<file path="config.mk">
export PLATFORM = sky130hd
export DESIGN_NAME = mem_stage
export DESIGN_NICKNAME = d
export VERILOG_FILES = /design/src/rtl/core_pkg.sv /design/src/rtl/mem_align.sv /design/src/rtl/mem_stage.sv
export SDC_FILE = /design/constraint.sdc
export NUM_CORES = 1
export LEC_CHECK = 0
export CAP_MARGIN = 30
export CORE_MARGIN = 2
export CORE_UTILIZATION = 31
export CTS_CLUSTER_SIZE = 12
export DETAILED_ROUTE_END_ITERATION = 6
export SETUP_SLACK_MARGIN = 0.1
export SKIP_CTS_REPAIR_TIMING = 1
export SYNTH_ARGS = -nofsm -noshare
export SYNTH_HDL_FRONTEND = slang
export SYNTH_SLANG_ARGS = --single-unit
</file>
<file path="constraint.sdc">
create_clock -name clk -period 2.9 [get_ports clk]
set_input_delay 0.58 -clock clk [delete_from_list [all_inputs] [get_ports clk]]
set_output_delay 0.58 -clock clk [all_outputs]
set_load 0.01 [all_outputs]
</file>
<file path="src/rtl/core_pkg.sv">
// Shared constants and types for the MEM pipeline stage.
// Also holds the RV32I access-size decode used by the lane alignment logic.
package core_pkg;

    localparam logic [6:0]  OPC_LOAD  = 7'b0000011;
    localparam logic [6:0]  OPC_STORE = 7'b0100011;

    localparam logic [2:0]  F3_B  = 3'b000;
    localparam logic [2:0]  F3_H  = 3'b001;
    localparam logic [2:0]  F3_W  = 3'b010;
    localparam logic [2:0]  F3_BU = 3'b100;
    localparam logic [2:0]  F3_HU = 3'b101;

    localparam logic [31:0] NOP = 32'h00000013;

    typedef enum logic [1:0] {
        IDLE   = 2'd0,
        ACCESS = 2'd1,
        HOLD   = 2'd2
    } mem_state_t;

    typedef enum logic [1:0] {
        SZ_B = 2'd0,
        SZ_H = 2'd1,
        SZ_W = 2'd2
    } acc_size_t;

    // Unsigned funct3 codes only exist for loads; a store with those codes is a word access.
    function automatic acc_size_t access_size(input logic is_store, input logic [2:0] funct3);
        acc_size_t size_v;
        case (funct3)
            F3_B:    size_v = SZ_B;
            F3_H:    size_v = SZ_H;
            F3_BU:   size_v = is_store ? SZ_W : SZ_B;
            F3_HU:   size_v = is_store ? SZ_W : SZ_H;
            default: size_v = SZ_W;
        endcase
        return size_v;
    endfunction

endpackage

</file>
<file path="src/rtl/mem_align.sv">
// Combinational byte-lane logic: store byte enables and lane data,
// load extraction with sign/zero extension, and misalignment detection.
module mem_align
    import core_pkg::*;
#(
    parameter int BITSIZE = 32
) (
    input  logic               is_store,
    input  logic [2:0]         funct3,
    input  logic [1:0]         off,
    input  logic [BITSIZE-1:0] rs2,
    input  logic [BITSIZE-1:0] rdata,
    output logic [3:0]         be,
    output logic [BITSIZE-1:0] wdata,
    output logic [BITSIZE-1:0] ldata,
    output logic               misaligned
);

    acc_size_t   size_s;
    logic [7:0]  byte_s;
    logic [15:0] half_s;

    // Store lanes and alignment check, selected by access size.
    always_comb begin
        size_s     = access_size(is_store, funct3);
        be         = 4'b0000;
        wdata      = rs2;
        misaligned = 1'b0;
        case (size_s)
            SZ_B: begin
                be         = 4'b0001 << off;
                wdata      = {4{rs2[7:0]}};
                misaligned = 1'b0;
            end
            SZ_H: begin
                be         = 4'b0011 << off;
                wdata      = {2{rs2[15:0]}};
                misaligned = off[0];
            end
            default: begin
                be         = 4'b1111;
                wdata      = rs2;
                misaligned = (off != 2'b00);
            end
        endcase
    end

    // Load extraction; unknown funct3 codes return the full word.
    always_comb begin
        byte_s = rdata[{off, 3'b000} +: 8];
        half_s = rdata[{off[1], 4'b0000} +: 16];
        case (funct3)
            F3_B:    ldata = {{24{byte_s[7]}}, byte_s};
            F3_BU:   ldata = {24'h000000, byte_s};
            F3_H:    ldata = {{16{half_s[15]}}, half_s};
            F3_HU:   ldata = {16'h0000, half_s};
            default: ldata = rdata;
        endcase
    end

endmodule

</file>
<file path="src/rtl/mem_stage.sv">
// Pipeline MEM stage: accepts EX entries, performs RV32I loads/stores on a
// single-port data memory, and hands instruction plus result to WB.
module mem_stage
    import core_pkg::*;
#(
    parameter int          BITSIZE   = 32,
    parameter logic [31:0] NOP_INSTR = NOP
) (
    input  logic               clk,
    input  logic               resetn_i,
    input  logic               EX_MEM_give_i,
    output logic               MEM_EX_get_o,
    input  logic [31:0]        EX_MEM_instruction_i,
    input  logic [BITSIZE-1:0] EX_MEM_d_i,
    input  logic [BITSIZE-1:0] EX_MEM_rs2_i,
    output logic               MEM_WB_give_o,
    input  logic               WB_MEM_get_i,
    output logic [31:0]        MEM_WB_instruction_o,
    output logic [BITSIZE-1:0] MEM_WB_d_o,
    output logic [BITSIZE-1:0] DMEM_addr_o,
    output logic [BITSIZE-1:0] DMEM_data_o,
    output logic [3:0]         DMEM_be_o,
    output logic               DMEM_read_o,
    output logic               DMEM_write_o,
    input  logic [BITSIZE-1:0] DMEM_data_i,
    input  logic               DMEM_valid_i,
    output logic               misaligned_o
);

    mem_state_t         state_r, state_nxt_s;
    logic [31:0]        instr_r, instr_nxt_s;
    logic [BITSIZE-1:0] d_r, d_nxt_s;
    logic [BITSIZE-1:0] wdata_r, wdata_nxt_s;
    logic [3:0]         be_r, be_nxt_s;
    logic               read_r, read_nxt_s;
    logic               write_r, write_nxt_s;
    logic               mis_r, mis_nxt_s;

    logic               get_s;
    logic               accept_s;
    logic               in_load_s;
    logic               in_store_s;

    logic               al_store_s;
    logic [2:0]         al_funct3_s;
    logic [1:0]         al_off_s;
    logic [3:0]         al_be_s;
    logic [BITSIZE-1:0] al_wdata_s;
    logic [BITSIZE-1:0] al_ldata_s;
    logic               al_mis_s;

    assign in_load_s  = (EX_MEM_instruction_i[6:0] == OPC_LOAD);
    assign in_store_s = (EX_MEM_instruction_i[6:0] == OPC_STORE);
    assign get_s      = (state_r == IDLE) || ((state_r == HOLD) && WB_MEM_get_i);
    assign accept_s   = get_s && EX_MEM_give_i;

    // One aligner serves both phases: incoming entry while accepting, latched entry during ACCESS.
    always_comb begin
        if (state_r == ACCESS) begin
            al_store_s  = write_r;
            al_funct3_s = instr_r[14:12];
            al_off_s    = d_r[1:0];
        end else begin
            al_store_s  = in_store_s;
            al_funct3_s = EX_MEM_instruction_i[14:12];
            al_off_s    = EX_MEM_d_i[1:0];
        end
    end

    mem_align #(.BITSIZE(BITSIZE)) u_align (
        .is_store   (al_store_s),
        .funct3     (al_funct3_s),
        .off        (al_off_s),
        .rs2        (EX_MEM_rs2_i),
        .rdata      (DMEM_data_i),
        .be         (al_be_s),
        .wdata      (al_wdata_s),
        .ldata      (al_ldata_s),
        .misaligned (al_mis_s)
    );

    // Next-state and next-register values; an accepted entry overrides the current-state update.
    always_comb begin
        state_nxt_s = state_r;
        instr_nxt_s = instr_r;
        d_nxt_s     = d_r;
        wdata_nxt_s = wdata_r;
        be_nxt_s    = be_r;
        read_nxt_s  = read_r;
        write_nxt_s = write_r;
        mis_nxt_s   = 1'b0;

        case (state_r)
            IDLE: begin
                state_nxt_s = IDLE;
            end
            ACCESS: begin
                if (DMEM_valid_i) begin
                    state_nxt_s = HOLD;
                    d_nxt_s     = write_r ? '0 : al_ldata_s;
                    wdata_nxt_s = '0;
                    be_nxt_s    = 4'b0000;
                    read_nxt_s  = 1'b0;
                    write_nxt_s = 1'b0;
                end else begin
                    state_nxt_s = ACCESS;
                end
            end
            HOLD: begin
                if (WB_MEM_get_i) begin
                    state_nxt_s = IDLE;
                end else begin
                    state_nxt_s = HOLD;
                end
            end
            default: begin
                state_nxt_s = IDLE;
            end
        endcase

        if (accept_s) begin
            instr_nxt_s = EX_MEM_instruction_i;
            d_nxt_s     = EX_MEM_d_i;
            if ((in_load_s || in_store_s) && al_mis_s) begin
                state_nxt_s = HOLD;
                instr_nxt_s = NOP_INSTR;
                d_nxt_s     = '0;
                mis_nxt_s   = 1'b1;
            end else if (in_load_s || in_store_s) begin
                state_nxt_s = ACCESS;
                be_nxt_s    = al_be_s;
                wdata_nxt_s = in_store_s ? al_wdata_s : '0;
                read_nxt_s  = in_load_s;
                write_nxt_s = in_store_s;
            end else begin
                state_nxt_s = HOLD;
            end
        end else begin
            mis_nxt_s = 1'b0;
        end
    end

    // State and datapath registers; reset drops any in-flight request at once.
    always_ff @(posedge clk or negedge resetn_i) begin
        if (!resetn_i) begin
            state_r <= IDLE;
            instr_r <= 32'h00000000;
            d_r     <= '0;
            wdata_r <= '0;
            be_r    <= 4'b0000;
            read_r  <= 1'b0;
            write_r <= 1'b0;
            mis_r   <= 1'b0;
        end else begin
            state_r <= state_nxt_s;
            instr_r <= instr_nxt_s;
            d_r     <= d_nxt_s;
            wdata_r <= wdata_nxt_s;
            be_r    <= be_nxt_s;
            read_r  <= read_nxt_s;
            write_r <= write_nxt_s;
            mis_r   <= mis_nxt_s;
        end
    end

    assign MEM_EX_get_o         = get_s;
    assign MEM_WB_give_o        = (state_r == HOLD);
    assign MEM_WB_instruction_o = instr_r;
    assign MEM_WB_d_o           = d_r;
    assign DMEM_addr_o          = {d_r[BITSIZE-1:2], 2'b00};
    assign DMEM_data_o          = wdata_r;
    assign DMEM_be_o            = be_r;
    assign DMEM_read_o          = read_r;
    assign DMEM_write_o         = write_r;
    assign misaligned_o         = mis_r;

endmodule

</file>
==> results.cfg <==
[power]
power.switching_mw = 1.35
pwr-share-seq_pct = 37.8
pwr-share-comb_pct = 30.7
swShare_pct = 27.7
clockPowerShare_pct = 31.5
power_mw = 4.88
intPower_mw = 3.53
p_leak_nw = 3.81
power_density_mw_per_mm2 = 558
ir_drop_mv = 0.314

[sta]
fin_hold_ws_ns = 0.178
period_share_pct = 90.8
worstMarginPinSlew_ns = 0.961
setup_viol = 0
maxSlewHeadroom_pct = 35.8
final.setup.tns_ns = 0
rsz0062_at_grt = false
hold_viol_final = 0
period_needed_ns = 2.63
drv_slew = 0
finClkSkew_ns = 0.0108
max_freq_ghz = 0.380

[final_layout]
final_common_cell = clkdlybuf4s50_1
drive_above_1_share_pct = 11.0
nets = 868
syn2layout_area_growth_pct = 57.8
most-common-layout-cells = 266 x clkdlybuf4s50_1, 105 x dfrtp_1, 51 x a22o_1
antennaDiodeCount = 0
fillers = 1592

[setup_path]
regToRegStartpoint = state_r[1]
criticalPathCategory = reg -> reg
cp.arrival_ns = 2.87
critPathMaxFanout = 18
cp-start-kind = flip-flop
crit_required_ns = 3.14
cpPeakStageDelay_ns = 0.62
worst-r2r-cell-count = 7
path_cells = inv_1 -> ha_1 -> buf_4 -> nand3b_1 -> a311oi_2 -> nor2_2 -> a211o_1
critPathSlowestCell = a311oi_2
reg2reg_slack_ns = 0.27
timing.rr.end = MEM_WB_d_o[13]
crit_path_end_kind = flip-flop

[synthesis]
synth-main-ff-cell = dfrtp_1
syn_area_per_cell_sq_um = 11.4
ys_seq_area_share_pct = 47.3
netlist_top_cells_area = dfrtp_1 47%, a22o_1 8.0%, mux2i_1 5.8%
postSynth.asyncResetShare_pct = 100
netlist_area_sq_mm = 0.00555
ys_types = 60
synth_top_area_share_pct = 47.3
syn-instance-count = 486
yosysWarnings = 0
synth_top_cell_by_area = dfrtp_1
yosys_register_bits = 105
synth_edf_count = 0

[die]
dieHeight_um = 138
rows = 48
die_x_um = 138
pin_count = 270
core_sq_mm = 0.0174
start_util_pct = 31.9
fp.dieArea_sq_mm = 0.0190

[outcome]
violations = DRC
status = finished with violations

[clocking]
path_clk_slew_ns = 0.07
cts_tree = yes
numCtsBuffers = 9
cts_root_buffer = clkbuf_16
clk-insertion-delay-late_ns = 0.36
htreeDepth = 3
clock-sinks = 105
clock_path_buffers = 2

[global_routing]
globalRouteTotalUtil_pct = 20.4
grt_pass1_vias = 5210
grt_overflow = 0
antenna_found_initial = 0
grt_pass1_wl_mm = 29.5
grt_start_max_net_pins = 37

[drt]
finalWirelength_mm = 20.0
drt_iter0_markers = 280
vias_per_cell = 5.33
drtAntennaViolNets = 0
drc = 1
vias = 5131
firstDrtPassIters = 7
wl_per_cell_um = 20.8

[place]
dp_hpwl_mm = 14.7
place_congestion = 0.846
port_buffers = 267

[hold_path]
hp-class = in -> async

[run]
drv_cap = 0
## flip-flops by register name, summed over array words and instances (netlist names)
signal,cells
DMEM_be_o,4
DMEM_data_o,32
DMEM_read_o,1
DMEM_write_o,1
MEM_WB_d_o,32
MEM_WB_instruction_o,32
misaligned_o,1
state_r,2
## cells by family (layout without fill, tap and decap cells)
kind of cell / after synthesis / after routing / synth area share [%]
adder cells (fa/ha/maj): 3 / 3 / 0.676
flip-flops: 105 / 105 / 47.3
buffers and inverters: 81 / 330 / 9.06
multiplexers: 45 / 45 / 8.68
other: 1 / 2 / 0.0675
XOR/XNOR: 1 / 1 / 0.158
AND/OR/NAND/NOR: 66 / 67 / 6.13
AO/OA/AOI/OAI: 184 / 184 / 27.9
## power by group through the flow
stage               registers [mW]  logic (mW)  clock network, mW
global route                  1.88        1.61               1.63
detailed placement            1.87        1.50                  0
finish                        1.85        1.50               1.54
CTS                           1.85        1.51               1.56
global placement              1.87        1.49                  0
floorplan                     1.91       0.609                  0
## worst max-delay path, delay by kind of cell, from the launching register on
kind	cells	cell delay (ns)
AOI/OAI and AO/OA	2	0.99
adders and majority gates	1	0.28
buffers and inverters	2	0.26
DFF	1	0.35
and+or+nand+nor	2	0.62
## cell usage after synthesis (all sizes together), types with 2 or more instances
cell,count
o21a,8
nor3b,2
a21o,6
mux2,12
a211o,25
o211ai,2
clkbuf,9
nor2,15
a22o,51
a211oi,4
nand3,3
ha,3
o311ai,3
mux2i,33
o2bb2ai,24
o21ai,14
a22oi,9
nand2b,3
a2111oi,2
nand2,22
buf,58
nor3,4
inv,14
nor2b,7
dfrtp,105
a221o,7
o32ai,3
a21oi,8
a221oi,8
and2,4
## how the worst max path moves through the flow
stage,from,endpoint,slack [ns]
finish,state_r[1],MEM_WB_d_o[13],0.27
global route,state_r[1],MEM_WB_d_o[16],0.10
CTS,state_r[1],MEM_WB_d_o[16],0.25
detailed placement,EX_MEM_instruction_i[12],MEM_WB_instruction_o[22],0.09
global placement,EX_MEM_d_i[1],MEM_WB_d_o[3],0.16
floorplan,state_r[1],MEM_WB_d_o[7],0.82
## through the flow
step                      setup WS [ns]  util (%)  cell area (sq um)  cells
final                             0.268      50.3               8760    962
after global routing              0.101      50.3               8760    962
after CTS                         0.251      50.1               8730    960
after detailed placement         0.0870      48.0               8360    944
after global placement            0.158      48.0               8360    944
after floorplan                   0.818         -               5560    487
## layout make-up
cell class | count | area (sq um) | area share [%]
tap | 225 | 282 | 3.21
clock inverter | 6 | 136 | 1.56
multi-input combinational | 302 | 2450 | 28.0
inverter | 14 | 52.6 | 0.600
timing repair buffer | 300 | 2970 | 33.9
clock buffer | 10 | 239 | 2.73
sequential | 105 | 2630 | 30.0
## metal layers
layer  global-route usage [%]  part of all wire (%)
met5                        0                     0
met4                     6.97                   2.0
met3                     5.74                   9.1
met2                     32.8                    46
met1                     26.5                    43
(Power assumes the default switching activity.)
